--- src/rtl/tdm_demux_1x8.sv ---
// Time-division demultiplexer: rebuilds eight parallel lanes from an 8-slot serial stream
// aligned by a frame-start marker, with a frame-complete strobe and a resync error strobe.
//
// state    | meaning
// UNLOCKED | no alignment yet; samples without frame_start are dropped
// LOCKED   | slot counter tracks the sender; frames are assembled and emitted
module tdm_demux_1x8 #(
  parameter int DW = 1
) (
  input  logic            clk,
  input  logic            rst_n,
  input  logic [DW-1:0]   din,
  input  logic            din_valid,
  input  logic            frame_start,
  output logic [8*DW-1:0] dout,
  output logic            dout_valid,
  output logic [2:0]      slot,
  output logic            locked,
  output logic            sync_err
);

  typedef enum logic {
    UNLOCKED = 1'b0,
    LOCKED   = 1'b1
  } state_e;

  state_e            state_q, state_d;
  logic [2:0]        slot_q, slot_d;
  // Slots 0..6 only; slot 7 goes straight from din into dout.
  logic [7*DW-1:0]   shadow_q, shadow_d;
  logic [8*DW-1:0]   dout_q, dout_d;
  logic              dout_valid_q, dout_valid_d;
  logic              sync_err_q, sync_err_d;

  always_comb begin
    state_d      = state_q;
    slot_d       = slot_q;
    shadow_d     = shadow_q;
    dout_d       = dout_q;
    dout_valid_d = 1'b0;
    sync_err_d   = 1'b0;
    if (din_valid) begin
      unique case (state_q)
        UNLOCKED: begin
          if (frame_start) begin
            shadow_d[DW-1:0] = din;
            slot_d           = 3'd1;
            state_d          = LOCKED;
          end
        end
        LOCKED: begin
          if (frame_start && (slot_q != 3'd0)) begin
            // Short frame: drop what was gathered and restart at slot 0 with this sample.
            sync_err_d       = 1'b1;
            shadow_d[DW-1:0] = din;
            slot_d           = 3'd1;
          end else if (slot_q == 3'd7) begin
            dout_d       = {din, shadow_q};
            dout_valid_d = 1'b1;
            slot_d       = 3'd0;
          end else begin
            for (int k = 0; k < 7; k++) begin
              if (slot_q == 3'(k)) shadow_d[k*DW +: DW] = din;
            end
            slot_d = slot_q + 3'd1;
          end
        end
      endcase
    end
  end

  always_ff @(posedge clk) begin
    if (!rst_n) begin
      state_q      <= UNLOCKED;
      slot_q       <= 3'd0;
      shadow_q     <= '0;
      dout_q       <= '0;
      dout_valid_q <= 1'b0;
      sync_err_q   <= 1'b0;
    end else begin
      state_q      <= state_d;
      slot_q       <= slot_d;
      shadow_q     <= shadow_d;
      dout_q       <= dout_d;
      dout_valid_q <= dout_valid_d;
      sync_err_q   <= sync_err_d;
    end
  end

  assign dout       = dout_q;
  assign dout_valid = dout_valid_q;
  assign slot       = slot_q;
  assign locked     = (state_q == LOCKED);
  assign sync_err   = sync_err_q;

endmodule

--- config.mk ---
export PLATFORM = sky130hd
export DESIGN_NAME = tdm_demux_1x8
export DESIGN_NICKNAME = d
export VERILOG_FILES = /design/src/rtl/tdm_demux_1x8.sv
export SDC_FILE = /design/constraint.sdc
export NUM_CORES = 1
export LEC_CHECK = 0
export ABC_AREA = 1
export CORE_ASPECT_RATIO = 0.75
export CORE_MARGIN = 8
export CORE_UTILIZATION = 30
export CTS_BUF_LIST = sky130_fd_sc_hd__clkbuf_4
export CTS_CLUSTER_DIAMETER = 80
export CTS_CLUSTER_SIZE = 8
export DETAILED_ROUTE_END_ITERATION = 12
export PLACE_DENSITY = 0.54
export SYNTH_ARGS = -nofsm -noshare
export SYNTH_HDL_FRONTEND = slang
export SYNTH_SLANG_ARGS = --single-unit
--- constraint.sdc ---
create_clock -name clk -period 1.71 [get_ports clk]
set_clock_uncertainty 0.1 [all_clocks]
set_input_delay 0.171 -clock clk [delete_from_list [all_inputs] [get_ports clk]]
set_output_delay 0.171 -clock clk [all_outputs]
set_load 0.005 [all_outputs]
; ---- Yosys cells after proc, flatten, opt, wreduce, memory -nomap -nowiden
; Cells that the tools add are included.
[totals]
inputBits = 5
reg_bits = 21
wordCells = 55
[classes]
bitwise_logic = 5
mux = 13
n_addsub = 1
eq_ne = 10
n_reduce_logical = 14
[ops]
columns = operator, count
row1 = 5-bit AND reduction, 6
row2 = 3-bit equality test (second input constant), 4
row3 = 3-bit 2-to-1 mux, 3
row4 = 1-bit 2-to-1 mux, 8
row5 = 4-bit AND reduction, 2
row6 = 3-bit by 2-bit equality test with 1-bit output (second input constant), 2
row7 = 3-bit one-hot mux with 2 select lines, 1
row8 = 1-bit inverter, 5
row9 = 4-bit OR reduction, 1
row10 = 3-bit by 1-bit adder with 3-bit output (second input constant), 1
row11 = 3-bit by 1-bit equality test with 1-bit output (second input constant), 1
row12 = 3-bit logical NOT, 1
row13 = 3-bit by 1-bit != test with 1-bit output (second input constant), 1
row14 = 3-bit != test (second input constant), 1
row15 = 3-bit AND reduction, 1
row16 = 3-bit nonzero test, 1
row17 = 2-bit != test (second input constant), 1
row18 = 1-bit one-hot mux with 2 select lines, 1
row19 = 2-bit AND reduction, 1
row20 = 1-bit logical AND, 1

; ---- Longest topological paths before layout
; Gate-level depths: netlist (run 1).
[logic_depth]
word_depth = 5
mapped_depth = 9
depth_no_buf = 8

; ---- Worst setup path after synthesis (run 1)
; Ideal clock, no wire load.
[synth_timing]
path_kind = flip-flop to flip-flop
startpoint = reg slot_q[0] (netlist: slot[0])
endpoint = reg shadow_q[0]
path_slack_ps = 190
t_arrival_ps = 1305
synth_period_minus_slack_ps = 1520
path_stages_with_launch = 10
required_ps = 1495
setup_time_ps = 115
n_path_buf = 1
cell_sequence = dfxtp_1 -> ha_1 -> ha_1 -> buf_4 -> inv_2 -> nand3_1 -> nand3_1 -> nand3_1 -> nand2_1 -> nor2_1
[synth_via]
elab_chain_cells = 4
word_cells_on_any_way = 9
classes_between = eq/ne: 3 / mux: 2 / reduce/logical: 4
[synth_rtl]
columns = item, line
row1 = "start, declared", 28  ; logic [2:0] slot_q, slot_d;
row2 = "start signal, assigned", 82  ; slot_q <= slot_d;
row3 = 3-bit nonzero test, 52  ; if (frame_start && (slot_q != 3'd0)) begin
row4 = 1-bit logical AND, 52
row5 = "3-bit by 1-bit != test with 1-bit output (no line), or another cell as far along", n/a
row6 = 4-bit AND reduction (no line) or 1-bit one-hot mux with 2 select lines (tied branches), n/a
row7 = "end signal, assigned", 83  ; shadow_q <= shadow_d;
row8 = "end, declared", 30  ; logic [7*DW-1:0] shadow_q, shadow_d;
; Several ways; a longest one is shown, not always the timed one.
; A chain may end at the register's enable or synchronous reset.

; ---- Worst setup path in the final report (run 1)
[layout_timing]
startpoint = reg slot_q[2] (netlist: slot[2])
endpoint = out slot[2]
[layout_lines]
columns = item, line
row1 = "end, declared", 17  ; output logic [2:0] slot,
; No word-level cell between the ends.

==> results of run 1 <==
tightest hold or removal path, stage by stage (launching register included):
cell and delay (ps):
dfxtp_1 330, nand2_1 60, a21oi_1 50
layout make-up:
type / count / area (um^2) / area share
inverters: 20 / 80.1 / 0.0624
flip-flops and latches: 21 / 423 / 0.329
clock inverters: 1 / 5.00 / 0.00390
clock buffers: 3 / 22.5 / 0.0175
repair buffers: 21 / 203 / 0.158
well taps: 40 / 50.0 / 0.0390
multi-input cells: 90 / 500 / 0.390
routing by layer:
| metal | wire length, um | GRT usage | up-vias |
|---|---|---|---|
| met1 | 1200 | 0.109 | 413 |
| li1 | - | - | 485 |
| met3 | 104 | 0.0317 | 4 |
| met4 | 62 | 0.0408 | 0 |
| met5 | 0 | 0 | - |
| met2 | 1100 | 0.158 | 21 |
metrics by stage:
| stage | instances | utilization | setup slack (ps) | total power (W) |
|---|---|---|---|---|
| floorplan | 137 | - | 190 | 0.000598 |
| global placement | 192 | 0.379 | 177 | 0.000636 |
| detailed placement | 192 | 0.379 | 127 | 0.000638 |
| CTS | 196 | 0.387 | 87.0 | 0.000887 |
| global route | 196 | 0.388 | 36.3 | 0.000929 |
| finish | 196 | 0.388 | 98.2 | 0.000879 |
path summary, 6_finish.rpt:
path	end	cells after the start
min	dout[0]	2
min reg2reg	dout[0]	2
max	slot[2]	2
max reg2reg	shadow_q[0]	8
registers in the layout, indices dropped and copies added (netlist names):
name        cells
dout            8
dout_valid      1
locked          1
shadow_q        7
slot            3
sync_err        1
synthesized netlist by cell type, drive strengths merged:
cell type,count
nand2,31
dfxtp,21
inv,19
nor2,16
nand4,15
a21oi,13
ha,6
buf,5
nand3,5
o21ai,2
a31oi,1
clkbuf,1
clkinv,1
nor3,1
layout by cell type (no fill, tap or decap):
cell type,count
nor2_1,16
nand4_1,15
nand3_4,1
nand2_4,1
o21ai_0,2
nor3_2,1
clkinv_4,1
buf_4,3
ha_1,6
inv_2,2
a21oi_1,13
clkbuf_4,3
nand3_1,4
dfxtp_2,2
clkdlybuf4s50_1,18
nand2_2,1
nand2_8,1
inv_1,17
dfxtp_1,19
nand2_1,28
a31oi_1,1
clkinv_2,1
power breakdown:
part           switching [W]  internal (W)
Clock               0.000163     0.0000875
Sequential        0.00000875      0.000499
Combinational      0.0000745     0.0000455
repair_timing:
action	CTS	global route
hold buffers	0	0
setup endpoints to repair	0	1
gates resized for setup	0	2
logic make-up after synthesis:
| kind of cell | after synthesis | share of synthesized area |
|---|---|---|
| buffers and inverters | 26 | 0.119 |
| flip-flops | 21 | 0.402 |
| AND/OR/NAND/NOR | 68 | 0.329 |
| AO/OA/AOI/OAI | 16 | 0.0778 |
| adder cells (fa/ha/maj) | 6 | 0.0719 |
==> flow_metrics.env, run 1 <==
export IMPL_run_status="completed"
export IMPL_yosysSeqAreaShare=0.402
export IMPL_cts_tree="yes"
export IMPL_fp_dieW_um=84.1
export IMPL_max_freq_ghz=0.620
export IMPL_startpoint="slot[2]"
export IMPL_critPathLaunchType="flip-flop"
export IMPL_tns_ps=0
export IMPL_rsz0062_at_grt="false"
export IMPL_n_antenna_cell=0
export IMPL_final_cell_area_um2=1280
export IMPL_area_growth_pct=22.9
export IMPL_yosys_top_cells_area="dfxtp_1 (40%), nand2_1 (10%), nand4_1 (9.0%), ha_1 (7.2%), a21oi_1 (6.2%)"
export IMPL_worstSetupPathType="reg -> out"
export IMPL_track_usage=0.0943
export IMPL_root_buffer="clkbuf_4"
export IMPL_required_ps=1440
export IMPL_viasPerCell=4.71
export IMPL_synth_cell_types=21
export IMPL_grt_pass1_wl_um=4240
export IMPL_hold_slack_ps=367
export IMPL_slowest_stage="clkdlybuf4s50_1"
export IMPL_rows=18
export IMPL_fin_crit_ps=1610
export IMPL_dp_hpwl_um=1780
export IMPL_ios=19
export IMPL_synth_largest_area_cell="dfxtp_1"
export IMPL_wl_um=2460
export IMPL_grt_pass1_vias=871
export IMPL_place_area_um2=1250
export IMPL_num_vias=923
export IMPL_critPathBufInv=2
export IMPL_synth_area_per_cell_um2=7.63
export IMPL_insertion_delay_ps=310
export IMPL_worst_path_max_fanout=8
export IMPL_numCtsBuffers=3
export IMPL_min_delay_start="dout[0]"
export IMPL_die_area_um2=5650
export IMPL_syn_inst=137
export IMPL_core_region_area_um2=3310
export IMPL_first_pass_iters=4
export IMPL_endpoint_kind="primary output"
export IMPL_crit_chain="buf_4 -> clkdlybuf4s50_1"
export IMPL_grt_max_degree=19
export IMPL_synth_fp_nets=148
export IMPL_fill_cells=346
export IMPL_period_share=0.943
export IMPL_route_detailed_drc=0
export IMPL_antenna_found_initial=0
export IMPL_cellPowerDensity_nw_per_um2=685
export IMPL_reg2reg_slack_ps=190
export IMPL_drive_gt1_frac=0.109
export IMPL_yosysWarnings=0
export IMPL_hold_violations=0
export IMPL_synth_area_um2=1040
export IMPL_clockBufferDepth=2
export IMPL_start_util=0.316
export IMPL_critPathArrivalTime_ps=1340
export IMPL_avgRoutedWirePerCell_um=12.6
export IMPL_vdd_ir_drop_max_uv=239
export IMPL_drv_cap=0
export IMPL_post_cts_repair_setup_buffers=0
export IMPL_die_h_um=67.1
export IMPL_relSlewSlack=0.709
export IMPL_drv_slew=0
export IMPL_clkTransAtPathRegs_ps=130
export IMPL_worst_pin_slew_ps=436
export IMPL_cts_sinks=21
export IMPL_power_leakage_nw=0.548
export IMPL_layout_nets=168
export IMPL_grt_overflow_total=0
export IMPL_crit_family="buffers and inverters"
export IMPL_drt_iter0_markers=83
export IMPL_ant_nets=0
export IMPL_htreeDepth=1
export IMPL_port_buffers=18
export IMPL_hold_path_class="reg -> reg"
export IMPL_ys_seq_elements=21
export IMPL_synth_top_cell_area_share=0.402
export IMPL_routabilityCongestion=0.786
export IMPL_setup_viol=0
export IMPL_critPathMaxStageDelay_ps=510
export IMPL_regToRegStartpoint="slot[0]"
No activity file was read; power rests on OpenSTA's default activity.
==> run 2, diff against run 1 <==
Settings changed: MAX_ROUTING_LAYER from default to met4, RECOVER_POWER from default to 100.
==> flow_metrics.env, run 2 (synthesis gave the netlist of run 1 again) <==
export IMPL_root_buffer="clkbuf_4"
export IMPL_viasPerCell=4.65
export IMPL_drt_iter0_markers=66
export IMPL_crit_chain="buf_4 -> clkdlybuf4s50_1"
export IMPL_htreeDepth=1
export IMPL_vdd_ir_drop_max_uv=239
export IMPL_port_buffers=18
export IMPL_final_cell_mix="nand2_1 (28), dfxtp_1 (19), inv_1 (17)"
export IMPL_required_ps=1440
export IMPL_endpoint="slot[2]"
export IMPL_n_antenna_cell=0
export IMPL_numCtsBuffers=3
export IMPL_rr_worst_depth=8
export IMPL_grt_overflow_total=0
export IMPL_startpoint="slot[2]"
export IMPL_layout_nets=168
export IMPL_setup_slack_ps=98.1
export IMPL_setup_viol=0
export IMPL_track_usage=0.0973
export IMPL_clockBufferDepth=2
export IMPL_drv_slew=0
export IMPL_max_freq_ghz=0.620
export IMPL_worst_path_max_fanout=8
export IMPL_dp_hpwl_um=1780
export IMPL_power_frac_clock=0.287
export IMPL_cts_tree="yes"
export IMPL_largest_reg_flops=8
export IMPL_power_frac_comb=0.135
export IMPL_endpoint_kind="primary output"
export IMPL_power_leakage_nw=0.588
export IMPL_first_pass_iters=4
export IMPL_reg2reg_slack_ps=190
export IMPL_power_switching_w=0.000248
export IMPL_grt_max_degree=19
export IMPL_final_common_cell="nand2_1"
export IMPL_rows=18
export IMPL_p_seq_frac=0.578
export IMPL_pre_cts_slack_ps=127
export IMPL_critPathMaxStageDelay_ps=510
export IMPL_regToRegStartpoint="slot[0]"
export IMPL_fin_crit_ps=1610
export IMPL_relSlewSlack=0.708
export IMPL_hold_path_class="reg -> reg"
export IMPL_die_area_um2=5650
export IMPL_num_vias=911
export IMPL_tns_ps=0
export IMPL_power_switching_share=0.282
export IMPL_power_internal_w=0.000630
export IMPL_rsz0062_at_grt="false"
export IMPL_worstSetupPathType="reg -> out"
export IMPL_avgRoutedWirePerCell_um=12.6
export IMPL_min_delay_start="dout[0]"
export IMPL_drv_cap=0
export IMPL_crit_family="buffers and inverters"
export IMPL_antenna_found_initial=0
export IMPL_wl_um=2460
export IMPL_path_depth=2
export IMPL_die_h_um=67.1
export IMPL_start_util=0.316
export IMPL_post_cts_repair_setup_buffers=0
export IMPL_run_status="completed"
export IMPL_core_region_area_um2=3310
export IMPL_insertion_delay_ps=310
export IMPL_final_cell_area_um2=1280
export IMPL_fp_dieW_um=84.1
export IMPL_critPathArrivalTime_ps=1340
export IMPL_grt_pass1_vias=873
export IMPL_cts_sinks=21
export IMPL_critPathBufInv=2
export IMPL_critPathLaunchType="flip-flop"
export IMPL_grt_pass1_wl_um=4240
export IMPL_worst_pin_slew_ps=437
export IMPL_ant_nets=0
export IMPL_utilization=0.388
export IMPL_route_detailed_drc=0
export IMPL_r2r_end="shadow_q[0]"
export IMPL_fill_cells=346
export IMPL_drive_gt1_frac=0.109
export IMPL_cellPowerDensity_nw_per_um2=684
export IMPL_routabilityCongestion=0.797
export IMPL_hold_violations=0
export IMPL_area_growth_pct=22.9
export IMPL_clkTransAtPathRegs_ps=130
export IMPL_ios=19
export IMPL_period_share=0.943
export IMPL_place_area_um2=1250
export IMPL_slowest_stage="clkdlybuf4s50_1"
## run 2: area by class of cell
class | instances | area, um^2 | area share
well taps | 40 | 50.0 | 0.0390
inverters | 20 | 80.1 | 0.0624
clock inverters | 1 | 5.00 | 0.00390
repair buffers | 21 | 203 | 0.158
flip-flops and latches | 21 | 423 | 0.329
multi-input cells | 90 | 500 | 0.390
clock buffers | 3 | 22.5 | 0.0175
## run 2: repair_timing
item	4_1_cts	5_1_grt
hold buffers	0	0
gates resized for setup	0	2
setup endpoints to repair	0	1
## run 2: per-stage QoR
step | std cells | hold WS (ps) | power [W]
2_1_floorplan | 137 | 251 | 0.000598
3_3_place_gp | 192 | 347 | 0.000636
6_report | 196 | 364 | 0.000878
3_5_place_dp | 192 | 352 | 0.000638
4_1_cts | 196 | 372 | 0.000887
5_1_grt | 196 | 379 | 0.000926
## run 2: worst reg2reg max path: stages, from the launching register on
cell	delay, ps
dfxtp_2	370
ha_1	240
ha_1	220
inv_2	150
nand3_1	100
nand3_1	100
nand3_1	70
nand2_1	60
nor2_1	40
## run 2: per-layer routing
metal,GRT usage,vias up,share of wire
met4,0.0408,0,0.022
met2,0.158,16,0.45
li1,-,485,-
met3,0.0317,4,0.043
met5,-,-,0
met1,0.109,406,0.48
## run 2: worst min-delay path by stage
stage,depth (start not counted),slack [ps],to
finish,2,360,dout[0]
global route,2,380,dout[0]
CTS,2,370,dout[0]
detailed placement,2,350,dout[0]
global placement,2,350,dout[7]
floorplan,2,250,locked
## run 2: power by group through the flow
stage | logic (W) | clock network [W] | registers, W
global route | 0.000133 | 0.000285 | 0.000509
global placement | 0.000119 | 0 | 0.000518
detailed placement | 0.000120 | 0 | 0.000518
floorplan | 0.0000785 | 0 | 0.000519
CTS | 0.000121 | 0.000259 | 0.000507
finish | 0.000118 | 0.000252 | 0.000508
